--- src/rtl/fft_fixed_pkg.sv ---
// Shared Q4.4 fixed-point constants, FSM state encoding and the quotient
// sign/saturation mapping used by the complex divider.
package fft_fixed_pkg;

   localparam int W    = 8;
   localparam int FRAC = 4;

   localparam logic [W-1:0] Q44_MAX = 8'h7F;
   localparam logic [W-1:0] Q44_MIN = 8'h80;

   typedef enum logic [2:0] {
      IDLE,
      PREP,
      DIV_RE,
      DIV_IM,
      DONE
   } state_t;

   // q is the unsigned magnitude quotient; Q44_MIN doubles as 2^(W-1),
   // which is the largest magnitude a negative result can still represent.
   function automatic logic [W-1:0] sat_map(input logic neg,
                                            input logic sat,
                                            input logic [W-1:0] q);
      logic [W-1:0] r;
      if (neg)
         r = (sat || (q > Q44_MIN)) ? Q44_MIN : (~q + 1'b1);
      else
         r = (sat || (q > Q44_MAX)) ? Q44_MAX : q;
      return r;
   endfunction

endpackage

--- src/rtl/udiv_restoring_serial.sv ---
// Serial unsigned restoring divider: QW quotient bits, MSB first, one per
// clock. The first bit is resolved on the start edge itself.
module udiv_restoring_serial #(
   parameter int QW = 8,
   parameter int DW = 21,
   parameter int VW = 17
) (
   input  logic          clk,
   input  logic          rst_n,
   input  logic          start,
   input  logic [DW-1:0] dividend,
   input  logic [VW-1:0] divisor,
   output logic          busy,
   output logic          done,
   output logic [QW-1:0] quotient
);
   localparam int XW = VW + QW - 1;
   localparam int CW = $clog2(QW);

   logic [XW-1:0] rem, dsh, rem_src, dsh_src, rem_next;
   logic [QW-1:0] q, q_src, q_next;
   logic [CW-1:0] cnt;
   logic          ge;

   // NOTE: every variable written here gets a value before any branch so
   // that no path leaves it unassigned and no latch is inferred.
   always_comb begin
      rem_src  = start ? XW'(dividend) : rem;
      dsh_src  = start ? {divisor, {(QW-1){1'b0}}} : dsh;
      q_src    = start ? '0 : q;
      ge       = (rem_src >= dsh_src);
      rem_next = ge ? (rem_src - dsh_src) : rem_src;
      q_next   = (q_src << 1) | QW'(ge);
   end

   // Quotient is presented combinationally so the final bit is usable in
   // the same cycle that done is high.
   assign done     = busy && (cnt == CW'(QW - 1));
   assign quotient = q_next;

   // NOTE: sequential state uses non-blocking assignments so every register
   // samples pre-edge values regardless of statement order.
   always_ff @(posedge clk or negedge rst_n) begin
      if (!rst_n) begin
         busy <= 1'b0;
         cnt  <= '0;
         rem  <= '0;
         dsh  <= '0;
         q    <= '0;
      end else begin
         if (start) begin
            busy <= 1'b1;
            cnt  <= CW'(1);
         end else if (busy) begin
            cnt <= cnt + CW'(1);
            if (cnt == CW'(QW - 1))
               busy <= 1'b0;
         end
         if (start || busy) begin
            rem <= rem_next;
            dsh <= dsh_src >> 1;
            q   <= q_next;
         end
      end
   end

endmodule

--- src/rtl/complex_div_seq.sv ---
// Sequential Q4.4 complex divider (a+j*aj)/(b+j*bj): multiply by the conjugate,
// then divide real and imaginary magnitudes through one shared serial divider.
module complex_div_seq
   import fft_fixed_pkg::*;
(
   input  logic         clk,
   input  logic         rst_n,
   input  logic         in_valid,
   output logic         in_ready,
   input  logic [W-1:0] a,
   input  logic [W-1:0] aj,
   input  logic [W-1:0] b,
   input  logic [W-1:0] bj,
   output logic         out_valid,
   input  logic         out_ready,
   output logic [W-1:0] c,
   output logic [W-1:0] cj,
   output logic         div_zero
);
   localparam int PW = 2*W + 1;
   localparam int DW = PW + FRAC;

   state_t state, next_state;

   logic [W-1:0]  a_r, aj_r, b_r, bj_r;
   logic [PW-1:0] mag_re, mag_im, den_r;
   logic          neg_re, neg_im, sat_re, sat_im;
   logic [W-1:0]  q_re;

   logic signed [PW-1:0] ax, ajx, bx, bjx, num_re, num_im, den_c;
   logic [PW-1:0]        mag_re_c, mag_im_c;
   logic                 sat_re_c, sat_im_c, den_zero;

   logic          div_start, div_busy, div_done;
   logic [DW-1:0] div_dividend;
   logic [W-1:0]  div_q;

   // Conjugate products at 2W+1 bits so -0x80 operands cannot overflow.
   assign ax  = {{(PW-W){a_r[W-1]}},  a_r};
   assign ajx = {{(PW-W){aj_r[W-1]}}, aj_r};
   assign bx  = {{(PW-W){b_r[W-1]}},  b_r};
   assign bjx = {{(PW-W){bj_r[W-1]}}, bj_r};

   assign num_re = ax * bx + ajx * bjx;
   assign num_im = ajx * bx - ax * bjx;
   assign den_c  = bx * bx + bjx * bjx;

   assign mag_re_c = num_re[PW-1] ? -num_re : num_re;
   assign mag_im_c = num_im[PW-1] ? -num_im : num_im;
   assign sat_re_c = (DW'(mag_re_c) >= {den_c, {FRAC{1'b0}}});
   assign sat_im_c = (DW'(mag_im_c) >= {den_c, {FRAC{1'b0}}});
   assign den_zero = (den_c == '0);

   assign div_start    = ((state == DIV_RE) || (state == DIV_IM)) && !div_busy;
   assign div_dividend = (state == DIV_IM) ? {mag_im, {FRAC{1'b0}}}
                                           : {mag_re, {FRAC{1'b0}}};

   udiv_restoring_serial #(
      .QW (W),
      .DW (DW),
      .VW (PW)
   ) u_udiv (
      .clk      (clk),
      .rst_n    (rst_n),
      .start    (div_start),
      .dividend (div_dividend),
      .divisor  (den_r),
      .busy     (div_busy),
      .done     (div_done),
      .quotient (div_q)
   );

   always_comb begin
      next_state = state;
      in_ready   = 1'b0;
      out_valid  = 1'b0;
      case (state)
         IDLE: begin
            in_ready = 1'b1;
            if (in_valid)
               next_state = PREP;
         end
         PREP:   next_state = den_zero ? DONE : DIV_RE;
         DIV_RE: if (div_done) next_state = DIV_IM;
         DIV_IM: if (div_done) next_state = DONE;
         DONE: begin
            out_valid = 1'b1;
            if (out_ready)
               next_state = IDLE;
         end
         default: next_state = IDLE;
      endcase
   end

   always_ff @(posedge clk or negedge rst_n) begin
      if (!rst_n)
         state <= IDLE;
      else
         state <= next_state;
   end

   // c/cj/div_zero are written only on the edge that enters DONE, so they
   // hold steady under backpressure without extra enables.
   always_ff @(posedge clk or negedge rst_n) begin
      if (!rst_n) begin
         a_r      <= '0;
         aj_r     <= '0;
         b_r      <= '0;
         bj_r     <= '0;
         mag_re   <= '0;
         mag_im   <= '0;
         den_r    <= '0;
         neg_re   <= 1'b0;
         neg_im   <= 1'b0;
         sat_re   <= 1'b0;
         sat_im   <= 1'b0;
         q_re     <= '0;
         c        <= '0;
         cj       <= '0;
         div_zero <= 1'b0;
      end else begin
         case (state)
            IDLE: begin
               if (in_valid) begin
                  a_r  <= a;
                  aj_r <= aj;
                  b_r  <= b;
                  bj_r <= bj;
               end
            end
            PREP: begin
               mag_re <= mag_re_c;
               mag_im <= mag_im_c;
               den_r  <= den_c;
               neg_re <= num_re[PW-1];
               neg_im <= num_im[PW-1];
               sat_re <= sat_re_c;
               sat_im <= sat_im_c;
               if (den_zero) begin
                  c        <= '0;
                  cj       <= '0;
                  div_zero <= 1'b1;
               end
            end
            DIV_RE: begin
               if (div_done)
                  q_re <= div_q;
            end
            DIV_IM: begin
               if (div_done) begin
                  c        <= sat_map(neg_re, sat_re, q_re);
                  cj       <= sat_map(neg_im, sat_im, div_q);
                  div_zero <= 1'b0;
               end
            end
            default: ;
         endcase
      end
   end

endmodule

--- config.mk ---
export PLATFORM = sky130hd
export DESIGN_NAME = complex_div_seq
export DESIGN_NICKNAME = d
export VERILOG_FILES = /design/src/rtl/fft_fixed_pkg.sv /design/src/rtl/udiv_restoring_serial.sv /design/src/rtl/complex_div_seq.sv
export SDC_FILE = /design/constraint.sdc
export NUM_CORES = 1
export LEC_CHECK = 0
export CAP_MARGIN = 20
export CORE_MARGIN = 5
export CORE_UTILIZATION = 60
export CTS_BUF_LIST = sky130_fd_sc_hd__clkbuf_4
export CTS_CLUSTER_DIAMETER = 30
export DETAILED_ROUTE_END_ITERATION = 7
export PLACE_DENSITY = 0.85
export SYNTH_ARGS = -nofsm -noshare
export SYNTH_HDL_FRONTEND = slang
export SYNTH_SLANG_ARGS = --single-unit
--- constraint.sdc ---
create_clock -name clk -period 9.37 [get_ports clk]
set_input_delay 0.937 -clock clk [delete_from_list [all_inputs] [get_ports clk]]
set_output_delay 0.937 -clock clk [all_outputs]
set_load 0.01 [all_outputs]
==> metrics.yaml <==
status: "complete, no violations"
layout-drive-gt1-share_pct: 5.39
die_w_um: 217
synth_top_area_cell: "fa_1"
clock_tree.root_cell: "clkbuf_4"
fin_nets: 3427
area_delta_synth_final_pct: 5.61
dominantRegCellSynth: "dfrtp_1"
slew_headroom_pct: 36.7
clkLatencyLatePin_ps: 750
totalWireLength_mm: 61.0
grt_pass1_vias: 20700
via_count: 19200
start_util_pct: 60.9
ys_top_cells_by_area: "fa_1, dfrtp_1, ha_1, inv_1, and2_1"
crit_path_frequent_cell: "fa_1"
critPathSlowestCell: "dfrtp_1"
period_share_pct: 94.5
first_pass_iters: 6
required_ps: 9960
clkSinkCount: 173
wl_per_cell_um: 18.4
endpoint_kind: "register"
cts_buffers: 17
synth.net_count: 3428
postLayoutCoreUtil_pct: 64.3
dp_cells: 3288
dieArea_um2: 47000
arrival_ps: 9440
fillers: 3234
max_freq_mhz: 113
grt_first_pass_wirelength_mm: 103
path_clk_slew_ps: 180
syn_area_per_cell_um2: 9.26
maxSlewViolCount: 0
worstSetupStartpointType: "register"
async_reset_ff_share_pct: 100
max_stage_delay_ps: 680
final_common_cell: "inv_1"
die_y_um: 217
grt_start_max_net_pins: 95
cts_tree: "yes"
drv_cap: 0
ys_warn_count: 0
finalSetupViolations: 0
rsz0062_at_grt: "no"
fin_skew_ps: 41.4
postCtsSetupRepairBufs: 0
place_hpwl_mm: 48.9
hold_violations: 0
gp_congestion: 0.914
multi_input_area_um2: 18900
drc_errors: 0
netlist_instances: 2771
synth_top_area_share_pct: 31.7
regArea_um2: 4330
viasPerCell: 5.77
drtAntennaViolNets: 0
antenna_found_initial: 1
htreeDepth: 4
ios: 55
cts_buffer_depth: 2
layout_common_cells: "inv_1, fa_1, nand2_1"
grt_usage_pct: 27.1
hp-class: "in -> async"
grt_overflow: 0
fin_crit_ps: 8850
io_buffers: 54
path_class: "reg -> reg"
rows: 75
synth_seq_cells: 173
tightest_slew_ps: 949
fin_tns_setup_ps: 0
synth_cell_types: 70
crit_fanout: 17
synth_edf_count: 0
syn_area_um2: 25700
core-area_um2: 42100
ys_seq_area_share_pct: 16.9
stdcell_count: 3324
drt_iter0_markers: 1515
[routing by layer]
metal	vias to the layer above	GRT usage, %	part of all wire (%)
li1	8672	-	-
met1	9567	34.5	40
met2	727	47.0	50
met3	198	3.79	5.8
met4	0	11.3	4.4
met5	-	0	0
[worst max-delay path, delay by kind of cell (launching register included)]
family / cells / cell delay [ps]
and+or+nand+nor: 5 / 1330
AOI/OAI and AO/OA: 11 / 2520
buffers and inverters: 4 / 190
DFF: 1 / 680
xor gates and xnor gates: 2 / 430
adders and majority gates: 8 / 3510
[registers in the layout (all words and copies together) (netlist names), 3 cells and up]
| signal | flops |
|---|---|
| mag_im | 17 |
| u_udiv.q | 7 |
| aj_r | 8 |
| q_re | 8 |
| u_udiv.cnt | 3 |
| cj | 8 |
| den_r | 17 |
| u_udiv.dsh | 23 |
| mag_re | 17 |
| bj_r | 8 |
| state | 3 |
| c | 8 |
| u_udiv.rem | 24 |
| b_r | 8 |
| a_r | 8 |
[area by class of cell]
type	instances	share of cell area, %
diodes	2	0.0185
clock buffers	18	0.499
clock inverters	14	0.623
inverters	536	7.43
multi-input cells	1954	69.9
flip-flops and latches	173	16.0
well taps	539	2.49
repair buffers	88	3.09
[synthesized netlist by cell type, types with 10 or more instances]
cell and n:
a211oi_1 10, a21o_1 23, a21oi_1 96, a22o_1 17
a31oi_1 11, and2_1 189, clkbuf_1 102, dfrtp_1 173
fa_1 406, ha_1 215, inv_1 536, mux2_2 49
mux2i_1 38, nand2_1 262, nand2b_1 29, nand3_1 17
nand4_1 13, nor2_1 143, nor2b_1 20, nor3_1 28
o21a_1 21, o21ai_0 115, o21bai_1 11, xnor2_1 88
xor2_1 35
[repair_timing]
item / 4_1_cts / 5_1_grt
hold buffers: 0 / 0
resized for setup: 0 / 4
endpoints found under the setup margin: 0 / 1
[logic make-up after synthesis]
logic type / count (synthesis) / synth area share, %
buffers and inverters: 644 / 9.47
muxes: 90 / 3.81
adders and majority gates: 621 / 42.2
xor gates and xnor gates: 124 / 4.26
DFF: 173 / 16.9
and+or+nand+nor: 752 / 14.4
AOI/OAI and AO/OA: 367 / 9.01
[stage by stage]
step	hold WS [ps]	worst slack (ps)	cell area (um2)
after floorplan	438	1290	25700
after global placement	457	916	26700
after detailed placement	467	521	26700
after CTS	215	491	27000
after global routing	321	1.69	27100
final	278	515	27100
[final timing paths]
check / startpoint / endpoint / slack, ps / cells past startpoint
setup / recovery: a_r[5]$_DFFE_PN0P_ / sat_re$_DFFE_PN0P_ / 520 / 30
hold / removal: rst_n / u_udiv.dsh[11]$_DFFE_PN0P_ / 280 / 1
setup reg to reg: a_r[5]$_DFFE_PN0P_ / sat_re$_DFFE_PN0P_ / 520 / 30
hold reg to reg: u_udiv.rem[4]$_DFFE_PN0P_ / u_udiv.rem[4]$_DFFE_PN0P_ / 500 / 2
max in group asynchronous: rst_n / u_udiv.rem[14]$_DFFE_PN0P_ / 7730 / 3
min in group clk: u_udiv.rem[4]$_DFFE_PN0P_ / u_udiv.rem[4]$_DFFE_PN0P_ / 500 / 2
Power is left out: the tool's default activity adds up to more than one toggle a clock period on the data nets, which glitch-free logic cannot reach.
